[src/rtl/fetch_unit.sv]
// Instruction fetch stage: issues one word read at a time from the current PC,
// buffers returned words with their PCs, and flushes stale fetches on redirect.
module fetch_unit #(
  parameter int unsigned ADDR_W = 32,
  parameter int unsigned DATA_W = 32,
  parameter int unsigned DEPTH  = 2
) (
  input  logic              clk,
  input  logic              rst_n,
  input  logic [ADDR_W-1:0] pc_in,
  output logic              pc_advance,
  input  logic              redirect,
  output logic              mem_req_valid,
  input  logic              mem_req_ready,
  output logic [ADDR_W-1:0] mem_req_addr,
  input  logic              mem_rsp_valid,
  input  logic [DATA_W-1:0] mem_rsp_data,
  output logic              instr_valid,
  input  logic              instr_ready,
  output logic [DATA_W-1:0] instr_data,
  output logic [ADDR_W-1:0] instr_pc
);

  localparam int unsigned PTR_W = (DEPTH > 1) ? $clog2(DEPTH) : 1;
  localparam int unsigned CNT_W = $clog2(DEPTH + 1);

  typedef enum logic {S_REQ, S_WAIT} state_t;

  state_t              state;
  logic                discard;
  logic [ADDR_W-1:0]   req_pc;
  logic [DATA_W-1:0]   buf_data [DEPTH];
  logic [ADDR_W-1:0]   buf_pc   [DEPTH];
  logic [PTR_W-1:0]    rd_ptr;
  logic [PTR_W-1:0]    wr_ptr;
  logic [CNT_W-1:0]    count;
  logic                req_fire;
  logic                push;
  logic                pop;

  function automatic logic [PTR_W-1:0] ptr_inc(input logic [PTR_W-1:0] p);
    return (p == PTR_W'(DEPTH - 1)) ? '0 : p + 1'b1;
  endfunction

  // A request is only issued when a slot is free, so its response can always be pushed.
  always_comb begin
    mem_req_valid = rst_n && (state == S_REQ) && !redirect && (count < CNT_W'(DEPTH));
    mem_req_addr  = pc_in;
    req_fire      = mem_req_valid && mem_req_ready;
    pc_advance    = req_fire;
    instr_valid   = rst_n && (count != '0) && !redirect;
    pop           = instr_valid && instr_ready;
    push          = (state == S_WAIT) && mem_rsp_valid && !discard && !redirect;
    instr_data    = buf_data[rd_ptr];
    instr_pc      = buf_pc[rd_ptr];
  end

  always_ff @(posedge clk) begin
    if (!rst_n) begin
      state   <= S_REQ;
      discard <= 1'b0;
      req_pc  <= '0;
      rd_ptr  <= '0;
      wr_ptr  <= '0;
      count   <= '0;
      for (int unsigned i = 0; i < DEPTH; i++) begin
        buf_data[i] <= '0;
        buf_pc[i]   <= '0;
      end
    end else begin
      case (state)
        S_REQ: begin
          if (req_fire) begin
            req_pc <= pc_in;
            state  <= S_WAIT;
          end
        end
        S_WAIT: begin
          // A redirect with no response yet leaves one stale word in flight to drop.
          if (mem_rsp_valid) begin
            discard <= 1'b0;
            state   <= S_REQ;
          end else if (redirect) begin
            discard <= 1'b1;
          end
        end
        default: state <= S_REQ;
      endcase

      if (redirect) begin
        rd_ptr <= '0;
        wr_ptr <= '0;
        count  <= '0;
      end else begin
        if (push) begin
          buf_data[wr_ptr] <= mem_rsp_data;
          buf_pc[wr_ptr]   <= req_pc;
          wr_ptr           <= ptr_inc(wr_ptr);
        end
        if (pop) begin
          rd_ptr <= ptr_inc(rd_ptr);
        end
        if (push && !pop) begin
          count <= count + 1'b1;
        end else if (pop && !push) begin
          count <= count - 1'b1;
        end
      end
    end
  end

endmodule
[config.mk]
export PLATFORM = sky130hd
export DESIGN_NAME = fetch_unit
export DESIGN_NICKNAME = d
export VERILOG_FILES = /design/src/rtl/fetch_unit.sv
export SDC_FILE = /design/constraint.sdc
export NUM_CORES = 1
export LEC_CHECK = 0
export ABC_AREA = 1
export ABC_CLOCK_PERIOD_IN_PS = 2700
export BUFFER_PORTS_ARGS = -buffer_cell sky130_fd_sc_hd__clkbuf_2
export CAP_MARGIN = 25
export CELL_PAD_IN_SITES_DETAIL_PLACEMENT = 1
export CELL_PAD_IN_SITES_GLOBAL_PLACEMENT = 1
export CORE_ASPECT_RATIO = 1.25
export CORE_MARGIN = 2
export CORE_UTILIZATION = 38
export CTS_CLUSTER_DIAMETER = 60
export DETAILED_ROUTE_END_ITERATION = 16
export PLACE_DENSITY = 0.82
export SETUP_SLACK_MARGIN = 0.15
export SYNTH_ARGS = -nofsm -noshare
export SYNTH_HDL_FRONTEND = slang
export SYNTH_SLANG_ARGS = --single-unit
[constraint.sdc]
create_clock -name clk -period 2.7 [get_ports clk]
set_input_delay 0.27 -clock clk [delete_from_list [all_inputs] [get_ports clk]]
set_output_delay 0.27 -clock clk [all_outputs]
set_load 0.005 [all_outputs]
After elaboration in Yosys (flattened, before gate mapping)
Memories as Yosys holds them, arrays and structs flattened. A register that Yosys moved wholly into a read port is not among the register bits. Index checks and enable logic that the tools add are counted. Widths: inputs -> output; s select.

Add/sub/neg operators: 4. Mux-type cells: 24. Reduce and logical (&&, ||, !) cells: 24. Bitwise operators: 2. $lt $le $gt $ge: 1.

Operators with widths (count): $mux 32 (2); $reduce_or 32->1 (2); $mux 1 (19); $logic_and 1x1->1 (12); $reduce_bool 2->1 (3); $logic_not 1->1 (4); $mux 2 (2); $reduce_and 2->1 (2); $add 1x1->1 const B (2); $add 2x1->2 const B (1); $lt 2x2->1 const B (1); $not 1->1 (2); $pmux 1 s2 (1); $reduce_or 2->1 (1); $sub 2x1->2 const B (1).

Memories kept: 2. Input bits: 70. Logic and storage cells: 63. Output and inout port bits: 99. Bits in writable memories: 128. Flip-flop bits (word level): 38.

Memory list: buf_data (words 2, width 32, rd ports 1, clocked after Yosys merged registers in 1, write ports 2, RTL line 32) `logic [DATA_W-1:0] buf_data [DEPTH];`; buf_pc (words 2, width 32, rd ports 1, clocked after Yosys merged registers in 1, write ports 2, RTL line 33) `logic [ADDR_W-1:0] buf_pc [DEPTH];`.

Longest topological paths before layout
Gate-level depths: netlist of the first run.

Depth after elaboration: 9. Mapped depth: 10. Depth with buffers taken out: 10.

Worst setup path after synthesis of the first run
Ideal clock, no wire load.

Kind: register to register. Start: register state. End: memory buf_data[0][0] (enable). Clock period less this slack: 2910 ps. Path buffers: 2. Stages on the path, launching flop included: 7. Data arrival time: 2486 ps. Setup slack: -210 ps. Required time: 2276 ps. Library setup time: 424 ps. Path through: dfxtp_1 nand2_1 nor3_4 nand3b_1 buf_4 buf_6 nand2_1.

RTL lines: start: declaration (RTL line 29) `state_t state;`; start signal: assignment (RTL line 60) `state <= S_REQ;`; start signal: assignment (RTL line 75) `state <= S_WAIT;`; start signal: assignment (RTL line 82) `state <= S_REQ;`; end: declaration (RTL line 32).

==> run summary, run 1 <==
CTS tree -> yes
Post-Route Utilization -> 46.69%
Post-synthesis net count -> 733
Status -> completed
Sequential share of the synthesized area -> 61.52%
Initial Util -> 38.75%
Most area-consuming cells after synthesis -> edfxtp_1 (51%), dfxtp_1 (10%), mux2_2 (9.6%), nor2_1 (7.6%), nor2_4 (6.0%)
Syn Inst Count -> 662
Worst rel slew slack -> 56.69%
Final WL -> 16,480 microns
Top-count cell post-synth -> nor2_1
Initial antenna violation count -> 0
Htree depth -> 4
Ys async rst share -> 0%
Insertion delay to the later sink of the worst-skew pair -> 0.42 ns
Mux cell area share after synthesis -> 9.587%
Routed Antenna Nets -> 0
Netlist cell types -> 21
Compound-Gate Fraction of Synth Area -> 0.2663%
Hold path cells -> 3
Largest stage delay on the critical path -> 0.60 ns
Fin crit share -> 77.65%
Wirelength per Cell -> 15.34 microns
Max Fclk -> 0.4770 GHz
Worst-Margin Slew -> 0.6496 ns
Final hold slack -> 0.08892 ns
Top cells by count, synth -> nor2_1 (152), edfxtp_1 (128), nand2_1 (78), inv_1 (74), mux2_2 (64)
Synth Area per Inst -> 11.36 sq um
Setup ws final -> 0.6034 ns
FF+latch count, synth -> 167
Clk buf depth -> 2
Placement Rows -> 57
Fillers -> 2,173
Tot GR Track Use -> 16.30%
Setup TNS -> 0 ns
Synthesized cell area -> 7517 sq um
Reg-to-reg setup timing slack -> 0.66 ns
Area Growth Syn to Fin -> 20.49%
Clock Sinks -> 167
Hold endpoint -> req_pc[19]$_SDFFE_PN0P_
R2R Path Start -> state$_SDFF_PN0_
Top FF cell, synth -> edfxtp_1
Root Buffer Master -> clkbuf_16
Ports -> 169
Total of max-cap violations -> 0
Vias -> 4,839
Yosys top cell area share -> 51.13%
Hold Vio Cnt, Final -> 0
Critical path's top delay family -> flip-flops
Fin crit period -> 2.097 ns
Residual DRC -> 0
Yosys warning count -> 0
Full die area -> 20,930 sq um
Place WS -> 0.6236 ns
Post-synthesis xor/xnor area fraction -> 0%
CP Class -> register to output pin
WP buf/inv -> 2
RSZ-0062 raised after global routing -> false
Clock Skews -> 0.007764 ns
Vias per cell -> 4.506
Worst path slowest cell -> dfxtp_4
PortBufs -> 168
Synth Area in Simple Gates -> 19.19%
Vias in the first global route -> 5,119
Static leakage -> 3.907 nW
PwrDens -> 643.4 nW/um^2
Core Area -> 19,400 sq um
Worst vdd ir -> 0.4105 mV
Hold_buf cts -> 0
CTS resizes -> 0
# nets final -> 867
Worst min-delay path startpoint -> pc_in[19]
EDFF count, synth -> 128
Horiz. Die Dim -> 129.8 microns
Worst r2r dst -> buf_data[1][1]$_SDFFCE_PN0P_
Initial drt markers -> 217
Setup repair bufs after CTS -> 0
Largest family of logic cells by synthesized area -> simple AND/OR/NAND/NOR gates
Worst endpoint required time -> 2.43 ns
Adder-cell share of the synthesized area -> 0.1664%
Critical path arrival -> 1.83 ns
Antenna Cells -> 0
Largest net degree at the start of global routing -> 65
Critical path capture point type -> output pin
Share of layout cells above drive strength 1 -> 40.54%
CP Cell Sequence -> buf_12 -> mux2_2 -> clkbuf_2
CP Launch Type -> register
DPL Wire Length -> 10,820 microns
1st-pass router iterations -> 4
Worst-path clk slew -> 0.07 ns
HP Class -> input pin to register
Reg2Reg Depth -> 5
Grt ovf -> 0
Final GP Congestion -> 0.7241
Cts bufs inserted -> 17
Peak fanout along the critical path -> 39
Final setup vio count -> 0
Global-route wire length before repair -> 25,900 microns
Slew Viols, Final -> 0
Die height -> 161.3 microns
Post-synth top area cell -> edfxtp_1
registers in the layout (all words and copies together), names as in the netlist, named ones only:
register and flops:
req_pc 32, buf_pc 64, state 1, buf_data 64, count 2, discard 1
rd_ptr 1, wr_ptr 1
worst max path at each step:
stage                                start                            to  cells past startpoint
after floorplan           state$_SDFF_PN0_  buf_data[0][0]$_SDFFCE_PN0P_                      6
after global placement    state$_SDFF_PN0_   buf_pc[1][28]$_SDFFCE_PN0P_                      5
after detailed placement  state$_SDFF_PN0_  buf_data[1][1]$_SDFFCE_PN0P_                      5
after CTS                         register                   instr_pc[6]                      3
after global routing      state$_SDFF_PN0_  buf_data[1][4]$_SDFFCE_PN0P_                      5
final                             register                  instr_pc[25]                      3
logic make-up (layout without fill, tap and decap cells):
logic type / Yosys count / in the layout
adders and majority gates: 1 / 1
muxes: 64 / 64
buffers and inverters: 137 / 284
and+or+nand+nor: 289 / 289
DFF: 167 / 167
AOI/OAI and AO/OA: 4 / 4
report_power, final:
group          total (mW)  internal (mW)  switching [mW]
logic               0.377          0.147           0.230
registers            2.87           2.85          0.0246
clock network        2.58           1.56            1.02
stage by stage:
step,instances,instance area [sq um],total power [mW]
global route,1074,9057,6.054
global placement,1042,8432,3.296
detailed placement,1042,8432,3.315
floorplan,662,7522,3.153
CTS,1074,9057,5.905
finish,1074,9057,5.827
layout by cell type, fill, tap and decap left out, drive strengths merged:
| cell type | count |
|---|---|
| a21oi | 3 |
| nor3b | 1 |
| clkinvlp | 4 |
| inv | 77 |
| mux2 | 64 |
| clkbuf | 186 |
| nor3 | 2 |
| edfxtp | 128 |
| nor2 | 202 |
| nand3b | 1 |
| o21ai | 1 |
| dfxtp | 39 |
| bufinv | 4 |
| buf | 10 |
| ha | 1 |
| clkinv | 3 |
| nand3 | 5 |
| nand2 | 78 |
per-layer routing:
| metal | vias up | share of wire, % | wire [microns] | global-route usage, % |
|---|---|---|---|---|
| met4 | 0 | 2.1 | 352 | 6.403 |
| met5 | - | 0 | 0 | 0 |
| met3 | 21 | 3.8 | 626 | 3.345 |
| met1 | 2356 | 39 | 6466 | 18.01 |
| met2 | 105 | 55 | 9034 | 30.13 |
| li1 | 2357 | - | - | - |
layout make-up:
type	count	area [sq um]	area share, %
repair buffers	178	978.4	10.80
flip-flops and latches	167	4628	51.10
clock buffers	18	429.2	4.738
clock inverters	14	196.4	2.169
well taps	265	331.6	3.661
inverters	74	277.8	3.067
multi-input cells	358	2216	24.46
worst register-to-register path: cells and delay by family (launching register included):
kind / cells / cell delay, ns
and+or+nand+nor: 4 / 1.07
DFF: 1 / 0.40
buffers and inverters: 1 / 0.42
No activity file was read; power rests on OpenSTA's default activity.
==> inputs of run 2 (changes only) <==
ABC_CLOCK_PERIOD_IN_PS = 2100   (was 2700)
CORE_UTILIZATION = 40   (was 38)
clock period = 2.1 ns   (was 2.7 ns; I/O delays follow)
==> run 2 against run 1 <==
Count of clock-buffer cells in the layout is 7 higher. Non-clock buffer count is 2 higher. Combinational power is 29% higher. Clock power is 11% higher.
==> run summary, run 2 (synthesis gave the netlist of run 1 again) <==
1st-pass router iterations -> 4
Critical path capture point type -> output pin
Worst vdd ir -> 0.4531 mV
Setup TNS -> 0 ns
Setup ws final -> 0.2393 ns
Final GP Congestion -> 0.7216
Slew Viols, Final -> 0
CP Cell Sequence -> buf_12 -> mux2_2 -> clkbuf_2
Clk buf depth -> 2
Share of layout cells above drive strength 1 -> 40.32%
Worst-path clk slew -> 0.06 ns
Critical path's top delay family -> buffers and inverters
DPL Wire Length -> 10,360 microns
Status -> completed
Peak fanout along the critical path -> 64
Hold Vio Cnt, Final -> 0
Cts bufs inserted -> 17
CP Class -> register to output pin
Fin crit period -> 1.861 ns
Tot GR Track Use -> 16.35%
Setup repair bufs after CTS -> 0
RSZ-0062 raised after global routing -> false
Worst path slowest cell -> mux2_2
Max Fclk -> 0.5374 GHz
Horiz. Die Dim -> 126.6 microns
# nets final -> 869
Final Non-Filler Cells -> 1,043
HP Class -> input pin to register
PwrDens -> 786.5 nW/um^2
Grt ovf -> 0
Worst-Margin Slew -> 0.5984 ns
CP Launch Type -> register
Global-route wire length before repair -> 25,070 microns
Static leakage -> 3.883 nW
Reg-to-reg setup timing slack -> 0.29 ns
Final WL -> 16,050 microns
Clock Sinks -> 167
Post-Place Cells -> 1,011
Clock Skews -> 0.01271 ns
Commonest non-fill, non-tap cell in the layout -> clkbuf_2
Vias in the first global route -> 5,034
Stages on worst setup path -> 3
R2R Path Start -> state$_SDFF_PN0_
WP buf/inv -> 2
CTS tree -> yes
Total of max-cap violations -> 0
Insertion delay to the later sink of the worst-skew pair -> 0.42 ns
Placement Rows -> 56
Initial Util -> 40.49%
Fin crit share -> 88.61%
Ports -> 169
Final setup vio count -> 0
Routed Antenna Nets -> 0
Wirelength per Cell -> 15.39 microns
Area Growth Syn to Fin -> 19.24%
Full die area -> 19,910 sq um
Largest stage delay on the critical path -> 0.42 ns
Critical path arrival -> 1.65 ns
Vias -> 4,837
Crit path capture -> instr_pc[5]
Root Buffer Master -> clkbuf_16
Die height -> 157.3 microns
Antenna Cells -> 0
Worst r2r dst -> buf_pc[0][6]$_SDFFCE_PN0P_
Largest net degree at the start of global routing -> 67
Initial antenna violation count -> 0
Most frequent cells in the layout -> clkbuf_2 (168), nor2_1 (152), edfxtp_1 (128)
Top flop regs -> buf_data (64), buf_pc (64), req_pc (32)
Vias per cell -> 4.638
PortBufs -> 168
Worst rel slew slack -> 60.11%
Reg2Reg Depth -> 6
Residual DRC -> 0
Worst endpoint required time -> 1.89 ns
Initial drt markers -> 261
Core Area -> 18,570 sq um
Htree depth -> 4
Place WS -> 0.2441 ns
## run 2: changes by cell type in the layout (fill, tap and decap cells not counted), sizes merged
| cell | before | now |
|---|---|---|
| buf | 10 | 12 |
| bufinv | 4 | 0 |
| clkbuf | 186 | 193 |
| inv | 77 | 74 |
## run 2: worst min-delay path: stages
cell	delay [ns]
clkbuf_2	0.09
nor2_1	0.04
nor2_1	0.08
## run 2: how the worst min path moves through the flow
stage | start | to | depth (start not counted)
floorplan | pc_in[0] | req_pc[0]$_SDFFE_PN0P_ | 2
global placement | pc_in[16] | req_pc[16]$_SDFFE_PN0P_ | 3
detailed placement | pc_in[11] | req_pc[11]$_SDFFE_PN0P_ | 3
CTS | pc_in[17] | req_pc[17]$_SDFFE_PN0P_ | 3
global route | pc_in[17] | req_pc[17]$_SDFFE_PN0P_ | 3
finish | pc_in[27] | req_pc[27]$_SDFFE_PN0P_ | 3
## run 2: stage by stage
| step | instance area, sq um | power (mW) | util (%) | hold WS [ns] |
|---|---|---|---|---|
| 2_1_floorplan | 7532 | 4.053 | - | 0.3449 |
| 6_report | 8964 | 7.050 | 48.27 | 0.03059 |
| 3_3_place_gp | 8418 | 4.240 | 45.34 | 0.4521 |
| 5_1_grt | 8964 | 7.310 | 48.27 | 0.03482 |
| 4_1_cts | 8964 | 7.134 | 48.27 | 0.02121 |
| 3_5_place_dp | 8418 | 4.264 | 45.34 | 0.4600 |
## run 2: layout make-up
cell class                      instances  area, sq um
Sequential cell                       167         4628
Fill cell                            2053         9604
Clock buffer                           25        496.7
Inverter                               74        277.8
Clock inverter                          7        45.04
Tap cell                              232        290.3
Timing Repair Buffer                  180         1010
Multi-Input combinational cell        358         2216
## run 2: what timing repair did
item,in CTS,in global routing
endpoints found under the setup margin,1,0
hold buffers,0,0
gates resized for setup,1,0
## run 2: layer usage
layer	vias to the layer above	wire [microns]	GRT usage [%]
li1	2355	-	-
met5	-	0	0
met4	0	374	6.227
met1	2360	6178	17.89
met3	26	516	3.195
met2	96	8981	30.97
## run 2: report_power, final
part,switching (mW),leakage [nW],internal [mW]
Clock,1.23,0.254,1.64
Sequential,0.0327,1.64,3.67
Combinational,0.293,1.99,0.194
==> inputs of run 3 (changes only) <==
RECOVER_POWER = 100   (was not set)
==> run 3 against run 2 <==
Non-clock buffer count stayed put. First-iteration DRC count is 15% lower. Register-to-register slack got worse by 0.07 ns. Flip-flop and latch count unchanged. Design area decreased by 4.8%. Critical path depth unchanged. Sequential power about the same. Wire length rose by 0.66%. Critical path type unchanged. Largest power group unchanged.
==> run summary, run 3 (synthesis gave the netlist of run 1 again) <==
Hold Vio Cnt, Final -> 0
Peak fanout along the critical path -> 64
HP Class -> input pin to register
Setup TNS -> 0 ns
Residual DRC -> 0
Final setup vio count -> 0
Largest net degree at the start of global routing -> 67
Largest stage delay on the critical path -> 0.41 ns
Worst-path clk slew -> 0.06 ns
Clk buf depth -> 2
1st-pass router iterations -> 4
Final WL -> 16,160 microns
Worst rel slew slack -> 42.54%
Most frequent cells in the layout -> nor2_1 (195), edfxtp_1 (128), clkbuf_2 (96)
CP Launch Type -> register
Worst-Margin Slew -> 0.8619 ns
Vias in the first global route -> 5,034
Post-Place Cells -> 1,011
Initial antenna violation count -> 0
Wirelength per Cell -> 15.49 microns
Slew Viols, Final -> 0
Core Area -> 18,570 sq um
Insertion delay to the later sink of the worst-skew pair -> 0.42 ns
Full die area -> 19,910 sq um
Share of layout cells above drive strength 1 -> 24.41%
Routed Antenna Nets -> 0
Final Non-Filler Cells -> 1,043
Hold_buf cts -> 0
CTS tree -> yes
Worst endpoint required time -> 1.89 ns
CP Cell Sequence -> buf_12 -> mux2_1 -> clkbuf_2
Reg2Reg Depth -> 5
DPL Wire Length -> 10,360 microns
Initial Util -> 40.49%
Worst r2r dst -> buf_pc[0][9]$_SDFFCE_PN0P_
Static leakage -> 3.643 nW
CP Class -> register to output pin
Commonest non-fill, non-tap cell in the layout -> nor2_1
Reg-to-reg setup timing slack -> 0.22 ns
Antenna Cells -> 0
RSZ-0062 raised after global routing -> false
Top flop regs -> buf_data (64), buf_pc (64), req_pc (32)
Final GP Congestion -> 0.7216
Grt ovf -> 0
Initial drt markers -> 222
Area Growth Syn to Fin -> 13.48%
Worst path slowest cell -> mux2_1
Root Buffer Master -> clkbuf_16
Worst min-delay path startpoint -> pc_in[17]
R2R Path Start -> state$_SDFF_PN0_
Cts bufs inserted -> 17
Horiz. Die Dim -> 126.6 microns
Hold endpoint -> req_pc[17]$_SDFFE_PN0P_
Tot GR Track Use -> 16.35%
PortBufs -> 168
Vias -> 4,831
Fin crit share -> 89.59%
Hold path cells -> 3
# nets final -> 869
Status -> completed
Total of max-cap violations -> 0
Critical path capture point type -> output pin
Worst vdd ir -> 0.4539 mV
PwrDens -> 820.4 nW/um^2
Clock Skews -> 0.01056 ns
Setup repair bufs after CTS -> 0
Die height -> 157.3 microns
Max Fclk -> 0.5315 GHz
Critical path arrival -> 1.67 ns
Vias per cell -> 4.632
Placement Rows -> 56
Htree depth -> 4
Clock Sinks -> 167
Fin crit period -> 1.881 ns
Global-route wire length before repair -> 25,070 microns
Ports -> 169
==> run 3: cell types whose count changed in the layout (fill, tap and decap cells not counted), sizes merged <==
cell    change
buf         -3
clkbuf      +3
==> run 3: worst max path at each step <==
stage	slack, ns	endpoint	start	depth (start not counted)
after floorplan	0.16	buf_data[0][0]$_SDFFCE_PN0P_	state$_SDFF_PN0_	6
after global placement	0.29	buf_pc[0][6]$_SDFFCE_PN0P_	state$_SDFF_PN0_	6
after detailed placement	0.24	buf_pc[0][6]$_SDFFCE_PN0P_	state$_SDFF_PN0_	6
after CTS	0.21	instr_pc[10]	register	3
after global routing	0.08	buf_data[1][21]$_SDFFCE_PN0P_	state$_SDFF_PN0_	6
final	0.22	instr_pc[29]	register	3
==> run 3: layout make-up <==
class,instances,area (sq um)
Fill cell,2107,10040
Tap cell,232,290.3
Timing Repair Buffer,180,882.1
Inverter,74,277.8
Multi-Input combinational cell,358,1914
Clock buffer,25,496.7
Sequential cell,167,4624
Clock inverter,7,45.04
==> run 3: timing repair <==
| item | 4_1_cts | 5_1_grt |
|---|---|---|
| endpoints found under the setup margin | 1 | 0 |
| gates resized for setup | 1 | 0 |
| endpoints found under the hold margin | 0 | 0 |
==> run 3: per-stage QoR <==
step                total power [mW]  instance area [sq um]  util [%]  setup slack (ns)  hold WS, ns
CTS                            7.134                   8964     48.27            0.2079      0.02121
floorplan                      4.053                   7532         -            0.1603       0.3449
detailed placement             4.264                   8418     45.34            0.2441       0.4600
finish                         6.999                   8531     45.94            0.2186      0.03581
global route                   7.260                   8531     45.94           0.07552      0.02802
global placement               4.240                   8418     45.34            0.2873       0.4521
==> run 3: critical path, delay by kind of cell (launching register included) <==
| family | cells | cell delay (ns) |
|---|---|---|
| buffers and inverters | 2 | 0.48 |
| multiplexers | 1 | 0.41 |
| flip-flops | 1 | 0.35 |
==> run 3: routing by layer <==
| metal | global-route usage (%) | up-vias | share of wire [%] |
|---|---|---|---|
| li1 | - | 2351 | - |
| met1 | 17.89 | 2362 | 39 |
| met2 | 30.97 | 95 | 56 |
| met3 | 3.195 | 23 | 3.3 |
| met4 | 6.227 | 0 | 2.0 |
| met5 | 0 | - | 0 |
==> run 3: report_power, final <==
| part | switching, mW | internal, mW | leakage, nW | total, mW |
|---|---|---|---|---|
| clock | 1.22 | 1.64 | 0.254 | 2.86 |
| sequential | 0.0322 | 3.67 | 1.64 | 3.70 |
| combinational | 0.270 | 0.167 | 1.75 | 0.437 |
